==> src/rtl/div_issue_ctrl.sv <==
// rtl/div_issue_ctrl.sv - operand FIFO feeding an external divider, one division in flight
module div_issue_ctrl #(
    parameter int DEPTH = 4,
    parameter int CW    = $clog2(DEPTH) + 1
) (
    input  logic          ck,
    input  logic          rst,
    input  logic          in_valid,
    output logic          in_ready,
    input  logic [31:0]   in_n,
    input  logic [31:0]   in_d,
    output logic [31:0]   div_n,
    output logic [31:0]   div_d,
    output logic          div_start,
    input  logic [31:0]   div_q,
    input  logic          div_finished,
    output logic          out_valid,
    input  logic          out_ready,
    output logic [31:0]   out_q,
    output logic          out_dz,
    output logic          busy,
    output logic [CW-1:0] level
);

    localparam int AW = $clog2(DEPTH);

    typedef enum logic [1:0] {
        S_IDLE  = 2'd0,
        S_ISSUE = 2'd1,
        S_WAIT  = 2'd2,
        S_HOLD  = 2'd3
    } state_t;

    state_t        state_q, state_d;
    logic [31:0]   fifo_n [DEPTH];
    logic [31:0]   fifo_d [DEPTH];
    logic [AW-1:0] wr_ptr_q, wr_ptr_d;
    logic [AW-1:0] rd_ptr_q, rd_ptr_d;
    logic [CW-1:0] level_q, level_d;
    logic [31:0]   opn_q, opn_d;
    logic [31:0]   opd_q, opd_d;
    logic [31:0]   res_q, res_d;
    logic          dz_q, dz_d;
    logic          push;
    logic          pop;
    logic [31:0]   head_n;
    logic [31:0]   head_d;

    assign head_n = fifo_n[rd_ptr_q];
    assign head_d = fifo_d[rd_ptr_q];

    // Ready depends only on the occupancy register; it is forced low while reset is held.
    assign in_ready = !rst && (level_q < CW'(DEPTH));
    assign push     = in_valid && in_ready;
    // Popping only from IDLE on registered occupancy means a fresh entry is never bypassed.
    assign pop      = (state_q == S_IDLE) && (level_q != '0);

    assign div_n  = opn_q;
    assign div_d  = opd_q;
    assign out_q  = res_q;
    assign out_dz = dz_q;
    assign busy   = (state_q != S_IDLE);
    assign level  = level_q;

    // Next-state logic for the FIFO pointers, occupancy and the issue FSM.
    always_comb begin
        state_d   = state_q;
        wr_ptr_d  = wr_ptr_q;
        rd_ptr_d  = rd_ptr_q;
        opn_d     = opn_q;
        opd_d     = opd_q;
        res_d     = res_q;
        dz_d      = dz_q;
        div_start = 1'b0;
        out_valid = 1'b0;

        if (push) begin
            wr_ptr_d = wr_ptr_q + AW'(1);
        end
        if (pop) begin
            rd_ptr_d = rd_ptr_q + AW'(1);
        end
        level_d = level_q + {{(CW-1){1'b0}}, push} - {{(CW-1){1'b0}}, pop};

        case (state_q)
            S_IDLE: begin
                if (pop) begin
                    if (head_d != 32'd0) begin
                        opn_d   = head_n;
                        opd_d   = head_d;
                        dz_d    = 1'b0;
                        state_d = S_ISSUE;
                    end else begin
                        // Zero divisor never reaches the divider: answer all-ones directly.
                        res_d   = 32'hFFFF_FFFF;
                        dz_d    = 1'b1;
                        state_d = S_HOLD;
                    end
                end
            end
            S_ISSUE: begin
                div_start = 1'b1;
                state_d   = S_WAIT;
            end
            S_WAIT: begin
                if (div_finished) begin
                    res_d   = div_q;
                    state_d = S_HOLD;
                end
            end
            S_HOLD: begin
                out_valid = 1'b1;
                if (out_ready) begin
                    state_d = S_IDLE;
                end
            end
            default: begin
                state_d = S_IDLE;
            end
        endcase
    end

    // Control and datapath registers; reset drops queued pairs and any in-flight result.
    always_ff @(posedge ck) begin
        if (rst) begin
            state_q  <= S_IDLE;
            wr_ptr_q <= '0;
            rd_ptr_q <= '0;
            level_q  <= '0;
            opn_q    <= '0;
            opd_q    <= '0;
            res_q    <= '0;
            dz_q     <= 1'b0;
        end else begin
            state_q  <= state_d;
            wr_ptr_q <= wr_ptr_d;
            rd_ptr_q <= rd_ptr_d;
            level_q  <= level_d;
            opn_q    <= opn_d;
            opd_q    <= opd_d;
            res_q    <= res_d;
            dz_q     <= dz_d;
        end
    end

    // Operand storage; contents need no reset because occupancy gates every read.
    always_ff @(posedge ck) begin
        if (push) begin
            fifo_n[wr_ptr_q] <= in_n;
            fifo_d[wr_ptr_q] <= in_d;
        end
    end

endmodule

==> config.mk <==
export PLATFORM = sky130hd
export DESIGN_NAME = div_issue_ctrl
export DESIGN_NICKNAME = d
export VERILOG_FILES = /design/src/rtl/div_issue_ctrl.sv
export SDC_FILE = /design/constraint.sdc
export NUM_CORES = 1
export LEC_CHECK = 0
export BUFFER_PORTS_ARGS = -buffer_cell sky130_fd_sc_hd__buf_4
export CELL_PAD_IN_SITES_DETAIL_PLACEMENT = 0
export CELL_PAD_IN_SITES_GLOBAL_PLACEMENT = 1
export CORE_AREA = 3 3 180 182
export CTS_BUF_LIST = sky130_fd_sc_hd__clkbuf_8
export CTS_CLUSTER_SIZE = 30
export DETAILED_ROUTE_END_ITERATION = 7
export DIE_AREA = 0 0 183 185
export PLACE_DENSITY_LB_ADDON = 0.1
export SYNTH_ARGS = -nofsm -noshare
export SYNTH_HDL_FRONTEND = slang
export SYNTH_SLANG_ARGS = --single-unit
export TNS_END_PERCENT = 20
==> constraint.sdc <==
create_clock -name ck -period 2.8 [get_ports ck]
set_input_delay 0.56 -clock ck [delete_from_list [all_inputs] [get_ports ck]]
set_output_delay 0.56 -clock ck [all_outputs]
set_load 0.01 [all_outputs]
==> metrics.txt <==
initial DRC count 422; CTS Buffer Depth 3; leakage power between 6 and 7 nW; drt drc 0; post-route ant nets 0; Final min period 2.924 ns; cell area power density between 900 and 1000 nW/µm²; Slew HR a little over two fifths; syn avg cell area between 15 and 20 µm²; number of synthesized flops with an enable pin about 260; CP Max Fanout 11; final setup violation count between 70 and 80; Distinct cells, synth 38; Syn Inst Count a little under 800; top-count cell post-synth edfxtp_1; chip width about 180 µm; Setup Skew around 0.023 ns; Routed WL roughly 32 mm; Post-Layout Cell Count 1512; pins over their slew limit 0; mapped cell area about 14000 µm²; gp weighted congestion roughly 0.73; initial antenna violation count 1; DR pass1 iterations 6; worst hold slack between 0.15 and 0.2 ns; diode count 0; RSZ-0062 raised after global routing true; synth warn 0; critical path class reg2reg; clock-pin slew on the worst setup and hold paths about 0.06 ns; Worst IR Drop VDD about 0.6 mV; via count 7690; hpwl dp 18.73 mm; area leader, netlist edfxtp_1; H-tree depth 2; Final #Nets approximately 1200; fraction of layout cells with a size suffix above 1 between 40% and 50%; core region area between 30000 and 40000 µm²; pin count of the biggest net entering global routing 65; number of buffers added on ports 204; row count 64; Die Y between 150 and 200 µm; register area share after synthesis between 70% and 80%; die footprint ~34000 µm²; Post-synth top cells edfxtp_1, dfxtp_1, nor2_1, mux2i_1, mux4_2; number of global-route vias before repair roughly 8000; Net Count, Synth slightly below 900; total track usage around 18%; Clk Latency, worst-skew pair a little under 0.6 ns; Tightest Hold Check Type in2reg; final core occ 57.32%; Synth Register Bits 364; CP arrival roughly 3.4 ns; WL/cell ~21 µm; Num CTS Buffers 58; fillers ~2500; failing checks setup timing; IO Pins slightly above 200; setup ws final -0.1244 ns; GRT Residual Overflow 0; Worst Setup End Kind flop; Critical Path RT approximately 3.2 ns; DP Worst Slack -0.2609 ns; placed instance count around 1400; status finished, violations left; CTS tree yes; period utilization 104.4%; area fraction of the dominant cell type after synthesis 55.48%; critical path launch point type flop; clk root buf clkbuf_8; Synth Flop Type edfxtp_1; Worst Tran Pin Value roughly 0.87 ns; clk sinks around 360; power consumption 15.89 mW; via-per-instance ratio between 5 and 6; Initial Util between 40 and 50%; Syn-to-layout area delta 27.21%; FFs w/ async S/R, synth 0%; first-pass GRT wire length about 47 mm; f_max roughly 340 MHz; largest cells by area after synthesis edfxtp_1, dfxtp_1, mux4_2, mux2i_1, a221oi_2; final hold vios 0; maxcap violations 0
==> layout make-up <==
cell class | count | area, µm² | area share (%)
Sequential cell | 364 | 9856 | 55.91
Timing Repair Buffer | 280 | 2477 | 14.05
Clock buffer | 65 | 894.6 | 5.075
Inverter | 41 | 153.9 | 0.8731
Clock inverter | 43 | 203.9 | 1.157
Multi-Input combinational cell | 323 | 3546 | 20.12
Tap cell | 396 | 495.5 | 2.811
==> through the flow <==
stage	instance area (µm²)	TNS, ns
finish	17630	-4.064
global route	17630	-13.10
CTS	17330	-2.797
detailed placement	16020	-19.72
global placement	16020	-10.85
floorplan	13860	-27.04
==> placed cells by master (no fill, tap or decap), types with 2 or more instances in the layout <==
cell type    n
a211oi_1     2
a21oi_1      3
a221oi_1     2
a221oi_2    30
and3_4       4
buf_12      15
buf_16       3
buf_4      250
buf_6        6
clkbuf_16    6
clkbuf_8    65
clkinv_1    12
clkinv_2     4
dfxtp_1    105
dfxtp_2      2
edfxtp_1   256
ha_1        11
inv_1       65
mux2i_1     64
mux4_1       4
mux4_2      60
nand2_1      4
nand4_1      2
nor2_1     106
nor2b_1      2
nor3_1       2
nor4_2       4
nor4_4       4
o21ai_0      2
xnor2_1      3
xor2_1       2
==> where the power goes <==
group	total, mW	switching (mW)	internal, mW	leakage (nW)
Combinational	4.81	2.24	2.57	2.98
Sequential	6.87	0.439	6.43	3.20
Clock	4.21	2.00	2.21	0.650
Total	15.9	4.68	11.2	6.83
==> final timing paths <==
| path | start | endpoint | slack [ns] | cells past startpoint |
|---|---|---|---|---|
| max | flop | div_n[14] | -0.12 | 12 |
| min | in_n[0] | fifo_n[3][0] | 0.16 | 1 |
| max reg2reg | flop | div_n[14] | -0.12 | 12 |
| min reg2reg | div_n[13] | div_n[13] | 0.50 | 2 |
==> routing by layer <==
layer  vias to the layer above  global-route usage (%)  wire length [µm]
met5                         -                       0                13
met1                      3861                   24.97             13960
met4                         2                   4.692               545
met3                        47                   4.792              1872
li1                       3564                       -                 -
met2                       216                   29.12             15210
==> timing repair <==
item                                    in CTS  in global routing
pin swaps                                    4                  5
endpoints found under the setup margin      97                 96
hold buffers                                 0                  0
hold endpoints to repair                     0                  0
gates cloned                                 3                  7
buffers inserted                             7                 12
resized for setup                           27                 13
==> cells by family after synthesis <==
family	after synthesis	synth area share, %
flip-flops	364	71.08
AND/OR/NAND/NOR	134	4.063
XOR/XNOR	5	0.3161
multiplexers	129	15.45
buffers and inverters	85	4.072
adder cells (fa/ha/maj)	12	1.138
AO/OA/AOI/OAI	43	3.883
==> registers in the layout, indices dropped and copies added, names as in the netlist, named ones only <==
name / flops
wr_ptr_q: 2
state_q: 2
level: 3
out_q: 32
out_dz: 1
fifo_d: 128
fifo_n: 128
div_n: 32
rd_ptr_q: 2
div_d: 32
==> critical path: stages (launching register included) <==
cell and delay, ns:
dfxtp_4 0.40, buf_12 0.13, buf_12 0.10, mux4_2 0.54, nor4_4 0.30, buf_4 0.16, nand4_1 0.12, buf_6 0.17
o21ai_4 0.19, buf_6 0.19, clkbuf_16 0.20, mux2i_1 0.19, nor2_1 0.05
Power figures use the tool's default switching activity.
